--- src/rtl/match_tracker.sv ---
// rtl/match_tracker.sv - turns each high run of ans into a counted, measured event
// Counts runs, tracks the longest run and offers each run length on a one-entry valid/ready register.
module match_tracker #(
  parameter int CNT_W = 8,
  parameter int LEN_W = 8
) (
  input  logic             clk,
  input  logic             rst_n,
  input  logic             ans,
  input  logic             clr,
  input  logic             out_ready,
  output logic             busy,
  output logic [CNT_W-1:0] run_cnt,
  output logic [LEN_W-1:0] max_len,
  output logic             out_valid,
  output logic [LEN_W-1:0] out_len,
  output logic             overflow
);

  typedef enum logic {IDLE, RUN} state_t;

  state_t           state_q, state_d;
  logic [LEN_W-1:0] cur_len_q, cur_len_d;
  logic [CNT_W-1:0] run_cnt_d;
  logic [LEN_W-1:0] max_len_d, out_len_d;
  logic             out_valid_d, overflow_d;

  assign busy = (state_q == RUN);

  always_comb begin
    state_d     = state_q;
    cur_len_d   = cur_len_q;
    run_cnt_d   = run_cnt;
    max_len_d   = max_len;
    out_len_d   = out_len;
    out_valid_d = out_valid;
    overflow_d  = overflow;
    if (clr) begin
      state_d     = IDLE;
      cur_len_d   = '0;
      run_cnt_d   = '0;
      max_len_d   = '0;
      out_valid_d = 1'b0;
      overflow_d  = 1'b0;
    end else begin
      // A pop frees the register; a push in the same cycle refills it below.
      if (out_valid && out_ready) out_valid_d = 1'b0;
      case (state_q)
        IDLE: begin
          if (ans) begin
            state_d   = RUN;
            cur_len_d = LEN_W'(1);
            if (run_cnt != '1) run_cnt_d = run_cnt + CNT_W'(1);
          end
        end
        RUN: begin
          if (ans) begin
            if (cur_len_q != '1) cur_len_d = cur_len_q + LEN_W'(1);
          end else begin
            state_d   = IDLE;
            cur_len_d = '0;
            if (cur_len_q > max_len) max_len_d = cur_len_q;
            if (!out_valid || out_ready) begin
              out_len_d   = cur_len_q;
              out_valid_d = 1'b1;
            end else begin
              overflow_d  = 1'b1;
            end
          end
        end
        default: state_d = IDLE;
      endcase
    end
  end

  always_ff @(posedge clk or negedge rst_n) begin
    if (!rst_n) begin
      state_q   <= IDLE;
      cur_len_q <= '0;
      run_cnt   <= '0;
      max_len   <= '0;
      out_len   <= '0;
      out_valid <= 1'b0;
      overflow  <= 1'b0;
    end else begin
      state_q   <= state_d;
      cur_len_q <= cur_len_d;
      run_cnt   <= run_cnt_d;
      max_len   <= max_len_d;
      out_len   <= out_len_d;
      out_valid <= out_valid_d;
      overflow  <= overflow_d;
    end
  end

endmodule

--- config.mk ---
export PLATFORM = sky130hd
export DESIGN_NAME = match_tracker
export DESIGN_NICKNAME = d
export VERILOG_FILES = /design/src/rtl/match_tracker.sv
export SDC_FILE = /design/constraint.sdc
export NUM_CORES = 1
export LEC_CHECK = 0
export CORE_UTILIZATION = 55
export DETAILED_ROUTE_END_ITERATION = 8
export PLACE_DENSITY = 0.82
export SLEW_MARGIN = 20
export SYNTH_ARGS = -nofsm -noshare
export SYNTH_HDL_FRONTEND = slang
export SYNTH_SLANG_ARGS = --single-unit
--- constraint.sdc ---
create_clock -name clk -period 2.87 [get_ports clk]
set_clock_uncertainty 0.1 [all_clocks]
set_input_delay 0.574 -clock clk [delete_from_list [all_inputs] [get_ports clk]]
set_output_delay 0.574 -clock clk [all_outputs]
set_load 0.01 [all_outputs]
; ---- Yosys cells after proc, flatten, opt, wreduce, memory -nomap -nowiden
; Index checks and enable logic that the tools add are counted.
[totals]
out_inout_bits = 27
reg_bits = 35
[op_classes]
n_mux = 24
n_reduce_logical = 12
n_bitwise = 3
n_eq_ne = 7
n_lt_le_gt_ge = 1
add_sub_neg = 2
[ops]
columns = operator, count
row1 = $mux W8, 12
row2 = $add A8 B1 Y8 const B, 2
row3 = $ne A8 B8 Y1 const B, 2
row4 = $pmux W8 S2, 1
row5 = $mux W1, 11
row6 = $reduce_and A3 Y1, 3
row7 = $gt A8 B8 Y1, 1
row8 = $reduce_bool A2 Y1, 4
row9 = $ne A2 B2 Y1 const B, 2
row10 = $ne A4 B3 Y1 const B, 1
row11 = $reduce_and A4 Y1, 1
row12 = $ne A3 B3 Y1 const B, 1
row13 = $not A1 Y1, 3
row14 = $ne A2 B1 Y1 const B, 1
row15 = $reduce_and A2 Y1, 1
row16 = $logic_and A1 B1 Y1, 1
row17 = $logic_not A1 Y1, 1
row18 = $logic_or A1 B1 Y1, 1

; ---- Longest topological paths before layout
[depth]
ltp_word = 6
mapped_depth = 8

; ---- Worst setup path after synthesis
; Ideal clock, no wire load.
[synth_path]
path_type = register to register
from = reg max_len[1]
to = reg max_len[0]
setup_ns = 0.128
n_path_buf = 1
setup_slack_ns = 1.043
path_stages_with_launch = 9
required_time_ns = 2.642
t_arrival_ns = 1.598
cell_sequence = dfrtp_1 inv_1 ha_1 nor2b_1 o211ai_1 a21oi_1 o31a_1 buf_2 mux2i_1
[synth_between]
elab_chain_cells = 3
[synth_lines]
columns = item, line_no
row1 = start: declaration, 14  ; output logic [LEN_W-1:0] max_len,
row2 = start signal: assignment, 89  ; max_len <= max_len_d;
row3 = $gt A8 B8 Y1, 62  ; if (cur_len_q > max_len) max_len_d = cur_len_q;
row4 = $reduce_bool A2 Y1 (no source line), -
row5 = $reduce_and A3 Y1 (no source line), -
; No other way between the ends.
; A chain may end at the register's enable or synchronous reset.

; ---- Worst setup path in the final report
[layout_path]
from = reg run_cnt[2]
to = out run_cnt[2]
[layout_lines]
columns = item, line_no
row1 = start: declaration, 13  ; output logic [CNT_W-1:0] run_cnt,
row2 = start signal: assignment, 88  ; run_cnt <= run_cnt_d;
; No word-level cell between the ends.

==> reports/metrics.cfg <==
[status]
run_status=finished, final reports clean

[sta]
timing.max_slew.rel_slack_pct=65.7
period_minus_slack_ns=2.08
worst-slew-pin-transition_ns=0.515
finalCritPeriodShare_pct=72.6
fin_tns_setup_ns=0
f_max_mhz=480
final_max_slew_viol_count=0
unrepaired_setup_endpoints_after_global_routing=false
final-setup-viol-count=0
worst_hold_slack_ns=0.399
worst_setup_slack_after_layout_ns=0.786
final_hold_viol_count=0

[global_routing]
grt.overflow.total=0
grt_use_total_pct=24.7
grt_max_degree=37
grt_pass1_wl_mm=6.40
antenna_found_initial=0
first_global_vias=1396

[route]
first_pass_iters=4
wl_per_cell_um=15.0
drt_drc_violations_left=0
via_count=1449
via_per_inst=5.70
detail_route.wirelength_mm=3.82
first_iter_violations=50
drt.antenna.violating_nets=0

[yosys]
ys_warn_count=0
postSynth.asyncResetShare_pct=100
synth_edf_count=0
synth_top_flop_cell=sky130_fd_sc_hd__dfrtp_1
syn_area_per_cell_um2=10.5
yosys.area.top_type_share_pct=47.0
commonest_cells_in_the_netlist=sky130_fd_sc_hd__dfrtp_1 (35), sky130_fd_sc_hd__nor2_1 (20), sky130_fd_sc_hd__nand2b_1 (19)
synthCells=177
synth_top_cells_by_area=sky130_fd_sc_hd__dfrtp_1 (47%), sky130_fd_sc_hd__ha_1 (6.7%), sky130_fd_sc_hd__nand2b_1 (6.4%)
postSynthRegisterBits=35
yosys.cell_count.top_type=sky130_fd_sc_hd__dfrtp_1
syn-num-nets=192
yosysTopAreaCell=sky130_fd_sc_hd__dfrtp_1
ys_seq_area_share_pct=47.0
syn_area_um2=1860
post_synth_num_cell_types=36

[finish]
post-route-cell-area_um2=2260
area_growth_syn_to_layout_pct=21.2
post_route_cells_drive_above_1_share_pct=4.76
nets=226
antenna_cells_inserted=0
postLayoutCoreUtil_pct=72.2

[clock_tree]
postCtsResizedCells=0
sinks_on_clock_net=35
cts.reportedPaths.clkPinSlew_ns=0.09
cts_made_buffers=5
cts_buffer_depth=2
post-cts-setup-buffers=0
worst_skew_pair.late_latency_ns=0.34
hold_buffers=0
ctsRootBufferMaster=sky130_fd_sc_hd__clkbuf_4
htree_num_levels=2
cts_tree=done

[job]
drv.max_cap_violation_count=0

[worst_setup_path]
worst-endpoint-arrival_ns=1.41
cp_slowest_stage_delay_ns=0.58
reg2reg_depth=6
cpMaxStageDelayCell=sky130_fd_sc_hd__clkdlybuf4s50_1
rrSetupSlack_ns=0.87
type_of_element_capturing_the_critical_path=output pin
timing.rr.start=cur_len_q[1]$_DFFE_PN0P_
crit_buf_inv=1
path_delay_family=buffers and inverters
cp.required_ns=2.20
regToRegEndpoint=max_len[5]$_DFFE_PN0P_
cp-start-kind=flip-flop
path_cells=clkdlybuf4s50_1
critical_path_peak_fanout=6
critical_path_class=flip-flop to output pin

[floorplanning]
die_width_um=60.2
boundaryPins=32
initial_core_util_pct=59.5
total_core_area_um2=3130
floorplan.die.height_um=60.2
placementRows=20
die_area_um2=3620

[min_path]
min_from=out_len[0]$_DFFE_PN0P_
min_delay_path_depth=2
hold_path_sink=out_len[0]$_DFFE_PN0P_
holdCritPathClass=flip-flop to flip-flop

[place]
port-buffer-count=31
dpl-instance-area_um2=2220
post-place-ws_ns=0.466
place_congestion=0.830
post-dp-hpwl_mm=2.66

[power]
power_density_nw_per_um2=367
leakagePower_nw=0.979
vdd_ir_drop_max_mv=0.230

[state kept, by name, indices dropped and copies added (netlist names)]
| name | cells |
|---|---|
| cur_len_q | 8 |
| overflow | 1 |
| busy | 1 |
| run_cnt | 8 |
| out_len | 8 |
| max_len | 8 |
| out_valid | 1 |
[worst max path at each step]
stage | from | cells past startpoint | slack [ns] | endpoint
2_1_floorplan | max_len[1]$_DFFE_PN0P_ | 8 | 1.04 | max_len[0]$_DFFE_PN0P_
3_5_place_dp | ans | 5 | 0.47 | max_len[4]$_DFFE_PN0P_
3_3_place_gp | ans | 5 | 0.53 | max_len[1]$_DFFE_PN0P_
4_1_cts | run_cnt[2]$_DFFE_PN0P_ | 1 | 0.78 | run_cnt[2]
5_1_grt | cur_len_q[1]$_DFFE_PN0P_ | 6 | 0.62 | max_len[4]$_DFFE_PN0P_
6_report | run_cnt[2]$_DFFE_PN0P_ | 1 | 0.79 | run_cnt[2]
[cell usage in the layout (no fill, tap or decap), types with 3 or more instances in the layout]
| cell | n |
|---|---|
| sky130_fd_sc_hd__clkdlybuf4s50_1 | 31 |
| sky130_fd_sc_hd__and2_1 | 3 |
| sky130_fd_sc_hd__nand2_1 | 6 |
| sky130_fd_sc_hd__o21ai_1 | 3 |
| sky130_fd_sc_hd__ha_1 | 10 |
| sky130_fd_sc_hd__mux2i_1 | 9 |
| sky130_fd_sc_hd__inv_1 | 8 |
| sky130_fd_sc_hd__nand4_1 | 6 |
| sky130_fd_sc_hd__nand2b_1 | 19 |
| sky130_fd_sc_hd__dfrtp_1 | 35 |
| sky130_fd_sc_hd__and3_1 | 4 |
| sky130_fd_sc_hd__xor2_1 | 10 |
| sky130_fd_sc_hd__nor2_1 | 20 |
| sky130_fd_sc_hd__a21oi_1 | 6 |
| sky130_fd_sc_hd__mux2_1 | 7 |
| sky130_fd_sc_hd__clkbuf_4 | 5 |
[area by class of cell]
cell class / count / area (um^2)
inverter: 8 / 30.0
clock buffer: 6 / 41.3
tap: 44 / 55.1
multi-input combinational: 128 / 930
timing repair buffer: 33 / 325
sequential: 35 / 876
fill: 220 / 871
[logic make-up after synthesis]
kind of cell | share of synthesized area, %
DFF | 47.0
muxes | 9.07
and+or+nand+nor | 19.3
xor gates and xnor gates | 5.65
adders and majority gates | 6.72
buffers and inverters | 3.02
AOI/OAI and AO/OA | 9.21
[layer usage]
metal	global-route usage (%)	share of wire (%)
met1	32.3	45
met2	37.0	46
met3	6.93	5.7
met4	13.3	3.1
met5	0	0
[per-stage QoR]
step	std cells	total power, mW
6_report	254	0.827
3_5_place_dp	248	0.598
2_1_floorplan	177	0.559
4_1_cts	254	0.833
5_1_grt	254	0.863
3_3_place_gp	248	0.596
[where the power goes]
group	leakage, nW	switching (mW)	internal (mW)	total [mW]
Clock	0.0242	0.152	0.0870	0.239
Sequential	0.485	0.00857	0.501	0.509
Combinational	0.470	0.0433	0.0358	0.0792
Total	0.979	0.204	0.624	0.827
(Power assumes the default switching activity.)
